File: config.mk
export PLATFORM = sky130hd
export DESIGN_NAME = random_led_gen_flat
export DESIGN_NICKNAME = d
export VERILOG_FILES = /design/src/rtl/game_pkg.sv /design/src/rtl/random_led_gen_if.sv /design/src/rtl/lfsr16.sv /design/src/rtl/random_led_gen.sv /design/src/flat_wrapper.sv
export SDC_FILE = /design/constraint.sdc
export NUM_CORES = 1
export LEC_CHECK = 0
export CAP_MARGIN = 20
export CELL_PAD_IN_SITES_DETAIL_PLACEMENT = 0
export CELL_PAD_IN_SITES_GLOBAL_PLACEMENT = 1
export CORE_MARGIN = 1.5
export CORE_UTILIZATION = 25
export CTS_CLUSTER_DIAMETER = 30
export DETAILED_ROUTE_END_ITERATION = 7
export GPL_ROUTABILITY_DRIVEN = 0
export PLACE_DENSITY = 0.49
export SLEW_MARGIN = 25
export SYNTH_ARGS = -nofsm -noshare
export SYNTH_HDL_FRONTEND = slang
export SYNTH_HIERARCHICAL = 1
export SYNTH_SLANG_ARGS = --single-unit
File: constraint.sdc
create_clock -name clk -period 2.4 [get_ports clk]
set_input_delay 0.72 -clock clk [delete_from_list [all_inputs] [get_ports clk]]
set_output_delay 0.72 -clock clk [all_outputs]
set_load 0.005 [all_outputs]
File: src/rtl/game_pkg.sv
// Shared types and constants for the game datapath.
// Holds the LFSR step and index wrap helpers.
package game_pkg;

  localparam int LED_IDX_W = 4;
  localparam int NUM_LEDS_DEF = 15;
  localparam int LFSR_W = 16;
  localparam int MAX_TRIES_DEF = 8;

  localparam logic [LFSR_W-1:0] LFSR_TAPS =
    16'hB400;
  localparam logic [LFSR_W-1:0] SEED_DEF =
    16'hACE1;

  localparam logic [1:0] ST_IDLE = 2'd0;
  localparam logic [1:0] ST_DRAW = 2'd1;
  localparam logic [1:0] ST_HOLD = 2'd2;

  typedef enum logic [1:0] {
    S_IDLE = ST_IDLE,
    S_DRAW = ST_DRAW,
    S_HOLD = ST_HOLD
  } rlg_state_t;

  typedef logic [LED_IDX_W-1:0] led_idx_t;

  function automatic logic [LFSR_W-1:0]
    lfsr_next(input logic [LFSR_W-1:0] v);
    logic [LFSR_W-1:0] s;
    s = v >> 1;
    if (v[0]) s = s ^ LFSR_TAPS;
    return s;
  endfunction

  // Successor of an index, wrapping to 0 at n.
  function automatic led_idx_t wrap_inc(
    input led_idx_t v,
    input logic [LED_IDX_W:0] n
  );
    logic [LED_IDX_W:0] s;
    s = {1'b0, v} + (LED_IDX_W+1)'(1);
    if (s == n) return '0;
    return s[LED_IDX_W-1:0];
  endfunction

endpackage

File: src/rtl/random_led_gen_if.sv
// Controller-facing bundle of the round index generator.
// master drives requests/seeds, slave returns the index.
interface random_led_gen_if;
  import game_pkg::*;

  logic enable_game;
  logic seed_load;
  logic [LFSR_W-1:0] seed_in;
  logic next_req;
  led_idx_t random_out;
  logic rnd_valid;
  logic busy;

  modport master (
    output enable_game,
    output seed_load,
    output seed_in,
    output next_req,
    input random_out,
    input rnd_valid,
    input busy
  );

  modport slave (
    input enable_game,
    input seed_load,
    input seed_in,
    input next_req,
    output random_out,
    output rnd_valid,
    output busy
  );

endinterface

File: src/rtl/lfsr16.sv
// 16-bit right-shift Galois LFSR with seed load.
// A zero state or zero seed is replaced by SEED.
module lfsr16
  import game_pkg::*;
#(
  parameter logic [LFSR_W-1:0] SEED = SEED_DEF
) (
  input  logic clk,
  input  logic reset,
  input  logic step,
  input  logic load,
  input  logic [LFSR_W-1:0] load_val,
  output logic [LFSR_W-1:0] q
);

  logic [LFSR_W-1:0] seed_val;

  assign seed_val = (load_val == '0) ? SEED
                                     : load_val;

  always_ff @(posedge clk or negedge reset) begin
    if (!reset) begin
      q <= SEED;
    end else if (load) begin
      q <= seed_val;
    end else if (q == '0) begin
      q <= SEED;
    end else if (step) begin
      q <= lfsr_next(q);
    end
  end

endmodule

File: src/rtl/random_led_gen.sv
// Per-round target LED index generator for mini_game.
// Draws from an LFSR, never repeats the previous index.
module random_led_gen
  import game_pkg::*;
#(
  parameter int NUM_LEDS = NUM_LEDS_DEF,
  parameter logic [LFSR_W-1:0] SEED = SEED_DEF,
  parameter int MAX_TRIES = MAX_TRIES_DEF
) (
  input logic clk,
  input logic reset,
  random_led_gen_if.slave bus
);

  localparam int TRY_W =
    (MAX_TRIES > 1) ? $clog2(MAX_TRIES) : 1;
  localparam logic [LED_IDX_W:0] NUM =
    (LED_IDX_W+1)'(NUM_LEDS);
  localparam logic [TRY_W-1:0] LAST_TRY =
    TRY_W'(MAX_TRIES - 1);

  rlg_state_t state;
  rlg_state_t state_nxt;

  logic [TRY_W-1:0] tries;
  logic [TRY_W-1:0] tries_nxt;
  led_idx_t out_idx;
  led_idx_t out_nxt;
  led_idx_t last;
  led_idx_t last_nxt;
  logic last_valid;
  logic last_valid_nxt;

  logic [LFSR_W-1:0] lfsr_q;
  logic [LFSR_W-LED_IDX_W-1:0] lfsr_unused;
  led_idx_t cand;
  led_idx_t fallback;
  logic in_range;
  logic fresh;
  logic accept;

  lfsr16 #(
    .SEED(SEED)
  ) u_lfsr (
    .clk(clk),
    .reset(reset),
    .step(bus.enable_game),
    .load(bus.seed_load),
    .load_val(bus.seed_in),
    .q(lfsr_q)
  );

  assign cand = lfsr_q[LED_IDX_W-1:0];
  assign lfsr_unused = lfsr_q[LFSR_W-1:LED_IDX_W];

  assign in_range = ({1'b0, cand} < NUM);
  assign fresh = !last_valid || (cand != last);
  assign accept = in_range && fresh;

  assign fallback = last_valid ? wrap_inc(last, NUM)
                               : '0;

  always_ff @(posedge clk or negedge reset) begin
    if (!reset) begin
      state <= S_IDLE;
      tries <= '0;
      out_idx <= '0;
      last <= '0;
      last_valid <= 1'b0;
    end else begin
      state <= state_nxt;
      tries <= tries_nxt;
      out_idx <= out_nxt;
      last <= last_nxt;
      last_valid <= last_valid_nxt;
    end
  end

  always_comb begin
    state_nxt = state;
    tries_nxt = tries;
    out_nxt = out_idx;
    last_nxt = last;
    last_valid_nxt = last_valid;

    if (!bus.enable_game) begin
      // Leaving the game forgets history but keeps the shown index.
      state_nxt = S_IDLE;
      last_valid_nxt = 1'b0;
    end else begin
      unique case (state)
        S_IDLE: begin
          if (bus.next_req) begin
            state_nxt = S_DRAW;
            tries_nxt = '0;
          end
        end
        S_DRAW: begin
          if (accept) begin
            out_nxt = cand;
            last_nxt = cand;
            last_valid_nxt = 1'b1;
            state_nxt = S_HOLD;
          end else if (tries == LAST_TRY) begin
            out_nxt = fallback;
            last_nxt = fallback;
            last_valid_nxt = 1'b1;
            state_nxt = S_HOLD;
          end else begin
            tries_nxt = tries + TRY_W'(1);
          end
        end
        S_HOLD: begin
          if (bus.next_req) begin
            state_nxt = S_DRAW;
            tries_nxt = '0;
          end
        end
        default: begin
          state_nxt = S_IDLE;
        end
      endcase
    end
  end

  assign bus.random_out = out_idx;
  assign bus.rnd_valid = (state == S_HOLD);
  assign bus.busy = (state == S_DRAW);

endmodule

File: src/flat_wrapper.sv
// flat-port wrapper written by rule: the top's interface ports become plain ports
module random_led_gen_flat import game_pkg::*;
#(
  parameter int NUM_LEDS = NUM_LEDS_DEF,
  parameter logic [LFSR_W-1:0] SEED = SEED_DEF,
  parameter int MAX_TRIES = MAX_TRIES_DEF
)
  (clk, reset, bus_enable_game, bus_seed_load, bus_seed_in, bus_next_req, bus_random_out, bus_rnd_valid, bus_busy);
  random_led_gen_if bus_i ();
  input logic clk;
  input logic reset;
  input wire logic [$bits(bus_i.enable_game)-1:0] bus_enable_game;
  input wire logic [$bits(bus_i.seed_load)-1:0] bus_seed_load;
  input wire logic [$bits(bus_i.seed_in)-1:0] bus_seed_in;
  input wire logic [$bits(bus_i.next_req)-1:0] bus_next_req;
  output wire logic [$bits(bus_i.random_out)-1:0] bus_random_out;
  output wire logic [$bits(bus_i.rnd_valid)-1:0] bus_rnd_valid;
  output wire logic [$bits(bus_i.busy)-1:0] bus_busy;
  assign bus_i.enable_game = bus_enable_game;
  assign bus_i.seed_load = bus_seed_load;
  assign bus_i.seed_in = bus_seed_in;
  assign bus_i.next_req = bus_next_req;
  assign bus_random_out = bus_i.random_out;
  assign bus_rnd_valid = bus_i.rnd_valid;
  assign bus_busy = bus_i.busy;
  random_led_gen #(.NUM_LEDS(NUM_LEDS), .SEED(SEED), .MAX_TRIES(MAX_TRIES)) u_core (.clk(clk), .reset(reset), .bus(bus_i));
endmodule
; After elaboration in Yosys (flattened, before gate mapping)
; Index checks and enable logic that the tools add are counted.
[op_classes]
addsub = 2
bitwise = 1
order_cmp = 1
muxes = 24
reduce_logical = 14
n_eq_ne = 12
[op_table]
columns = operator, n
row1 = 16-bit 2-to-1 mux, 5
row2 = 16-bit logical NOT, 2
row3 = 4-bit 2-to-1 mux, 5
row4 = 3-bit 2-to-1 mux, 3
row5 = 2-bit 2-to-1 mux, 4
row6 = 3-bit case mux with 2 select lines, 1
row7 = 4-bit by 1-bit adder with 5-bit output (second input constant), 1
row8 = 5-bit by 4-bit == test with 1-bit output (second input constant), 1
row9 = 1-bit 2-to-1 mux, 5
row10 = 5-bit AND reduction, 1
row11 = 4-bit less-than comparator (second input constant), 1
row12 = 2-bit by 1-bit != test with 1-bit output (second input constant), 2
row13 = 2-bit != test (second input constant), 2
row14 = 4-bit by 2-bit != test with 1-bit output (second input constant), 1
row15 = 4-bit != test, 1
row16 = 3-bit NOT with 4-bit output, 1
row17 = 2-bit case mux with 2 select lines, 1
row18 = 2-bit AND reduction, 2
row19 = 2-bit nonzero test, 2
row20 = 3-bit by 1-bit adder with 3-bit output (second input constant), 1
row21 = 3-bit == test (second input constant), 1
row22 = 3-bit by 1-bit != test with 1-bit output (second input constant), 1
row23 = 3-bit by 2-bit != test with 1-bit output (second input constant), 1
row24 = 3-bit AND reduction, 1
row25 = other kinds (8), 8
[totals]
inputBits = 21
register_bits = 26
elab_cells = 59
output_inout_bits = 6

; Depth between registers and ports, before layout
; Gate-level depths: netlist of the first run.
[logic_depth]
ltp_word = 7
ltp_mapped = 7

; Modules after synthesis
; The synthesis of the first run kept the hierarchy.
[modules_own_cells]
columns = module, cells_per_inst, instances, seq_area_each_um2, area_per_inst_um2
row1 = lfsr16, 85, 1, 410.4, 858.3
row2 = random_led_gen, 80, 1, 250.2, 748.2

; Least setup slack after synthesis of the first run
; Ideal clock, no wire load.
[synth_timing]
path_type = in2reg
startpoint = input bus_seed_in[8]
endpoint = register u_core.u_lfsr.q[0]
arrival_time_ps = 1932
n_path_buf = 0
path_slack_ps = 395
stages = 4
t_required_ps = 2327
setup_ps = 73
path_cell_list = or4_4 > o41ai_4 > nor2_1 > o2bb2ai_1
[synth_between]
elab_chain_len = 3
[synth_lines]
columns = element, line_no
row1 = "start, declared", flat_wrapper.sv:14  ; input wire logic [$bits(bus_i.seed_in)-1:0] bus_seed_in;
row2 = 16-bit logical NOT, lfsr16.sv:18  ; assign seed_val = (load_val == '0) ? SEED
row3 = 16-bit 2-to-1 mux, lfsr16.sv:18
row4 = 16-bit 2-to-1 mux, lfsr16.sv:24  ; end else if (load) begin
row5 = "end signal, assigned", lfsr16.sv:25  ; q <= seed_val;
row6 = "end signal, assigned", lfsr16.sv:29  ; q <= lfsr_next(q);
row7 = "end, declared", lfsr16.sv:13  ; output logic [LFSR_W-1:0] q
; Every way passes these cells.
; A chain may end at the register's enable or synchronous reset.

; Final worst setup path of the first run
[layout_timing]
startpoint = input bus_seed_in[8]
endpoint = register u_core.u_lfsr.q[6]
; Same word-level chain as after synthesis.

==> run metrics, run 1 <==
crit path time final=roughly 2.2 ns; post-route ant nets=0; Hold WC Path Type=register to register; synthesized area per cell=roughly 9.7 µm²; share of post-route cells with drive strength above 1=0.184; initial core utilization=0.256; #FFs+latches synth=26; # nets final=227; Arr. time, crit path=around 2.4 ns; max cap viols=0; Async SR Flop Fraction=1.00; register area share after synthesis=0.411; initial antenna violation count=0; Post-route DRC=0; H-tree Lvls=1; Hold EP=u_core/u_lfsr/q[7]; period utilization=0.932; grt ovf=0; kind of end point of the critical path=register; Reg2Reg Depth=7; # setup viols final=0; Crit Path Class=input pin to register; number of hold buffers added after cts=0; Die Height=around 83 µm; cell area after layout=just over 2000 µm²; PortBufs=26; worst hold margin=just under 0.5 ns; unrepaired setup endpoints after global routing=false; status=finished clean; first-pass GRT wire length=slightly below 7 mm; Top FF cell, synth=dfrtp_1; reg2reg setup slack=~0.57 ns; final cell count without fillers=about 280; TritonCTS clock tree=built; Worst Max-Slew Pin Slew=0.538 ns; Worst EP required=2.60 ns; Post-DP Area=a little over 2000 µm²; Hold Path Depth=1; clk slew on worst S/H paths=roughly 0.09 ns; worst skew pair latency=between 0.2 and 0.3 ns; standard-cell rows=29; worst vdd ir=approximately 0.21 mV; HP Start=u_core/u_lfsr/q[7]; power per cell area=580 nW/µm²; core area=6280 µm²; Detailed Routing Iterations Pass 1=4; Placed Cells=274; 1st-iter DRT viols=52; Post-Syn Area=between 1500 and 2000 µm²; Final Hold Vio Count=0; post-CTS setup buffer count=0; final worst clock skew=0.00534 ns; via count=between 1000 and 1500; Worst Path Max Fanout=3; Detailed Route WL=3.97 mm; CTS root buf=clkbuf_8; post-synth cell types=40; cts bufs inserted=3; Cells after Synth=165; leakage dissipation=roughly 0.85 nW; yosys warns=6; die area=6920 µm²; Tot GR Track Use=0.121; Area Growth Syn to Fin=29.4%; number of enable flip-flop cells after synthesis=0; CTS Buffer Depth=2; Fmax=about 450 MHz; CP startpoint=bus_seed_in[8]; Worst setup SP type=input pin; Worst slew margin=0.641; Layout Utilization=0.331; syn nets=190; post-CTS sizing=0; WL per Instance=between 10 and 15 µm; vias in the first global route=between 1000 and 1500; CTS sink cnt=26; # diodes=0; Die Wd=between 80 and 90 µm; Max Slew Vio Count=0; r2r startpoint=u_core/tries[0]; pin count of the biggest net entering global routing=27; I/O Pins=27; Vias per Instance=approximately 4.8; hpwl dp=approximately 3 mm; Crit Reg-Reg Endpoint=u_core/last[3]
-- routing by layer --
| layer | global-route usage | vias up | share of wire |
|---|---|---|---|
| met3 | 0.0199 | 2 | 0.034 |
| met1 | 0.152 | 644 | 0.47 |
| li1 | - | 669 | - |
| met4 | 0.0424 | 0 | 0.0060 |
| met5 | 0 | - | 0 |
| met2 | 0.210 | 31 | 0.49 |
-- kinds of logic (layout without fill, tap and decap cells) --
family                     Yosys count  count (layout)  share of synthesized area
and+or+nand+nor                     55              55                      0.177
adders and majority gates            4               4                     0.0312
buffers and inverters               12              48                     0.0421
xor gates and xnor gates            10              10                     0.0639
AOI/OAI and AO/OA                   49              49                      0.219
DFF                                 26              26                      0.411
muxes                                9               9                     0.0561
-- where the power goes --
part / switching [mW] / leakage [nW] / internal [mW]
Clock: 0.138 / 0.0288 / 0.147
Combinational: 0.142 / 0.507 / 0.187
Sequential: 0.0905 / 0.312 / 0.501
Total: 0.371 / 0.848 / 0.834
-- final cells by class --
cell class / instances / area, µm²
flip-flops and latches: 26 / 661
clock buffers: 4 / 55.1
repair buffers: 42 / 380
well taps: 77 / 96.3
multi-input cells: 127 / 878
fillers: 662 / 4200
inverters: 2 / 7.51
-- cell usage after synthesis (2+ instances only) --
cell type  count  area, µm²
nand2_1       24       90.1
dfrtp_1       18        450
o21ai_0       14       70.1
nor2_1        10       37.5
a21oi_1        9       45.0
mux2i_1        9       90.1
dfstp_2        8        210
o2bb2ai_1      8       70.1
o21ai_1        5       25.0
xnor2_1        5       43.8
clkbuf_1       4       15.0
ha_1           4       50.1
nor4_1         4       25.0
o211ai_1       4       30.0
buf_2          3       15.0
nand3b_1       3       22.5
or4_4          3       33.8
xor2_1         3       26.3
buf_6          2       22.5
inv_1          2       7.51
nand3_1        2       10.0
nor2b_1        2       12.5
xnor2_2        2       32.5
-- sequential cells by signal, summed over array words and instances, names as in the netlist --
name	flops
u_core/state	2
u_core/last_valid	1
u_core/u_lfsr/q	16
u_core/tries	3
u_core/last	4
-- worst max-delay path by stage --
stage	to	slack, ns	cells past startpoint
after floorplan	u_core/u_lfsr/q[0]	0.39	4
after global routing	bus_rnd_valid	0.10	2
after CTS	u_core/u_lfsr/q[11]	0.16	6
final	u_core/u_lfsr/q[6]	0.16	6
after detailed placement	u_core/u_lfsr/q[11]	-0.14	6
after global placement	u_core/u_lfsr/q[7]	-0.12	6
-- per-stage QoR --
stage	power, mW	setup WS (ns)	setup TNS [ns]
finish	1.21	0.164	0
global route	1.30	0.101	0
CTS	1.22	0.162	0
detailed placement	0.931	-0.137	-1.06
global placement	0.927	-0.116	-0.882
floorplan	0.794	0.395	0
-- layout by cell type (no fill, tap or decap), drive strengths merged, types with 2 or more instances in the layout --
cell           instances
clkdlybuf4s50         26
or4                    4
a21oi                  9
ha                     4
nor2                  10
mux2i                  9
nand2                 24
dfrtp                 18
xnor2                  7
nor2b                  2
dfstp                  8
o21ai                 20
nand3                  3
buf                   16
o2bb2ai                8
o211ai                 4
clkbuf                 4
inv                    2
nand3b                 3
nor4                   4
xor2                   3
-- critical path, stage by stage --
cell and delay [ns]:
clkdlybuf4s50_1 0.45, or4_4 0.56, o41ai_4 0.37, buf_4 0.18, nor2_1 0.04, o2bb2ai_1 0.12
No activity file was read; power rests on OpenSTA's default activity.
==> run 2, diff against run 1 <==
--- a/config.mk
+++ b/config.mk
@@ -13,6 +13,7 @@
 export CTS_CLUSTER_DIAMETER = 30
 export DETAILED_ROUTE_END_ITERATION = 7
 export GPL_ROUTABILITY_DRIVEN = 0
+export GPL_TIMING_DRIVEN = 0
 export PLACE_DENSITY = 0.49
 export SLEW_MARGIN = 25
 export SYNTH_ARGS = -nofsm -noshare
==> constraint.sdc (replaced) <==
create_clock -name clk -period 2.8 [get_ports clk]
set_input_delay 0.84 -clock clk [delete_from_list [all_inputs] [get_ports clk]]
set_output_delay 0.84 -clock clk [all_outputs]
set_load 0.005 [all_outputs]
==> run 2 against run 1 <==
Against the previous run:
- combinational power down 6.4%
- sequential share of layout area grew 1.4 points
- setup slack improved by 0.12 ns
- sequential power shrank 18%
- register-to-register slack improved by 0.23 ns
- wire length grew 0.10%
- clock skew decreased by 0.0023 ns
- core utilization decreased by 1.4 points
- hold slack improved by 0.0010 ns
- first-iteration DRC count is 27% higher
- die area did not move
- clock-buffer cell count unchanged
- largest power group unchanged
- highest routed layer unchanged
==> run metrics, run 2 (synthesis gave the netlist of run 1 again) <==
status=finished clean; WL per Instance=14.7 µm (+2.7%); Worst EP required=3.00 ns (+0.40 ns); initial antenna violation count=0 (unchanged); CTS sink cnt=26 (unchanged); # setup viols final=0 (unchanged); hpwl dp=3.12 mm (+3.8%); CTS Buffer Depth=2 (unchanged); leakage dissipation=0.795 nW (-6.2%); worst slack, placed=-0.0226 ns (+0.115 ns); CP startpoint=bus_seed_in[8]; post-route ant nets=0 (unchanged); TritonCTS clock tree=built; Post-route DRC=0 (unchanged); 1st-iter DRT viols=66 (+27%); grt ovf=0 (unchanged); worst skew pair latency=0.27 ns (about the same); r2r startpoint=u_core/u_lfsr/q[0]; power per cell area=507 nW/µm² (-13%); standard-cell rows=29 (unchanged); clk slew on worst S/H paths=0.09 ns (about the same); reg2reg setup slack=0.80 ns (+0.23 ns); Arr. time, crit path=2.71 ns (+0.27 ns); CP Buf/Inv Count=1 (-1); Worst Path Max Fanout=8 (+5); period utilization=0.899; Die Height=83.2 µm (unchanged); post-CTS sizing=0 (unchanged); PortBufs=25 (-3.8%); Tot GR Track Use=0.121 (-0.000159); share of post-route cells with drive strength above 1=0.139 (-0.0449); die area=6920 µm² (unchanged); I/O Pins=27 (unchanged); unrepaired setup endpoints after global routing=false; crit path time final=between 2 and 3 ns; Regs by FF count=u_core/u_lfsr/q: 16 flops, u_core/last: 4 flops, u_core/tries: 3 flops; final worst clock skew=0.00301 ns (-0.00233 ns); worst vdd ir=0.170 mV (-19%); Max Slew Vio Count=0 (unchanged); Biggest register=u_core/u_lfsr/q; Layout Utilization=0.318 (-0.0136); via count=1340 (-0.45%); Worst setup SP type=input pin; number of hold buffers added after cts=0 (unchanged); Detailed Routing Iterations Pass 1=4 (unchanged); Final Hold Vio Count=0 (unchanged); Die Wd=83.2 µm (unchanged); Vias per Instance=4.94 (+2.1%); CP cell instances=clkdlybuf4s50_1, or4_4, o41ai_4, nor2_1, o2bb2ai_1; initial core utilization=0.256 (unchanged); core area=6280 µm² (unchanged); CP max stage delay=0.58 ns (+0.02 ns); Post-DP Area=1950 µm² (-3.7%); Hold WC Path Type=register to register; vias in the first global route=1365 (-2.2%); commonest non-fill, non-tap cells in the layout=clkdlybuf4s50_1, nand2_1, dfrtp_1; Reg2Reg Depth=6 (-1); H-tree Lvls=1 (unchanged); Area Growth Syn to Fin=24.1%; Crit Reg-Reg Endpoint=u_core/u_lfsr/q[0]; CP max stage cell=o41ai_4; CTS root buf=clkbuf_8; Fmax=roughly 400 MHz; cell area after layout=1990 µm² (-4.1%); # nets final=220 (-3.1%); Worst Max-Slew Pin Slew=0.626 ns (+0.0875 ns); kind of end point of the critical path=register; crit-path leading delay family=compound AO/OA/AOI/OAI gates; Crit Path Class=input pin to register; pin count of the biggest net entering global routing=27 (unchanged); cts bufs inserted=3 (unchanged); PnR worst setup slack=0.283 ns (+0.120 ns); first-pass GRT wire length=6.80 mm (-0.31%); Stages on worst setup path=5 (-1); Critical Path End=u_core/u_lfsr/q[0]; Total Power=1.01 mW (-16%); Detailed Route WL=3.98 mm (+0.10%); max cap viols=0 (unchanged); max reg flops=16 (unchanged); Worst slew margin=0.581 (-0.0599); # diodes=0 (unchanged); post-CTS setup buffer count=0 (unchanged)
run 2: cell types whose count changed in the layout (fill, tap and decap cells not counted):
cell             change
buf_4               -15
clkbuf_1             +5
buf_2                +4
buf_6                +2
clkdlybuf4s50_1      -2
clkbuf_8             -1
run 2: worst reg2reg max path, stage by stage, from the launching register on:
cell and delay (ns):
dfstp_2 0.57, buf_2 0.19, nor4_1 0.08, a41o_1 0.23, buf_2 0.17, nor2_1 0.50
o2bb2ai_1 0.19
run 2: how the worst min path moves through the flow:
stage	startpoint	end	slack [ns]	depth (start not counted)
floorplan	u_core/u_lfsr/q[15]	u_core/u_lfsr/q[15]	0.47	1
global placement	u_core/u_lfsr/q[7]	u_core/u_lfsr/q[7]	0.48	1
detailed placement	u_core/u_lfsr/q[5]	u_core/u_lfsr/q[5]	0.48	1
CTS	u_core/u_lfsr/q[5]	u_core/u_lfsr/q[5]	0.50	1
global route	u_core/u_lfsr/q[6]	u_core/u_lfsr/q[6]	0.51	1
finish	u_core/u_lfsr/q[7]	u_core/u_lfsr/q[7]	0.50	1
run 2: layout make-up:
type                       instances  area [µm²]
clock buffer                       4        45.0
multi-input combinational        127         878
fill                             665        4280
buffer                            10        60.1
inverter                           2        7.51
timing repair buffer              25         245
sequential                        26         661
tap                               77        96.3
run 2: stage by stage:
step           std cells  setup TNS [ns]  hold slack (ns)
5_1_grt              271               0            0.509
3_5_place_dp         267         -0.0226            0.485
4_1_cts              271               0            0.501
3_3_place_gp         267               0            0.484
2_1_floorplan        165               0            0.470
6_report             271               0            0.498
run 2: power breakdown:
part	internal [mW]	switching, mW
sequential	0.430	0.0577
combinational	0.164	0.145
clock	0.102	0.113
run 2: layer usage:
| layer | vias up | GRT usage | wire (µm) |
|---|---|---|---|
| met1 | 654 | 0.145 | 1770 |
| li1 | 657 | - | - |
| met5 | - | 0 | 0 |
| met2 | 25 | 0.217 | 2020 |
| met3 | 4 | 0.0209 | 138 |
| met4 | 0 | 0.0424 | 48 |
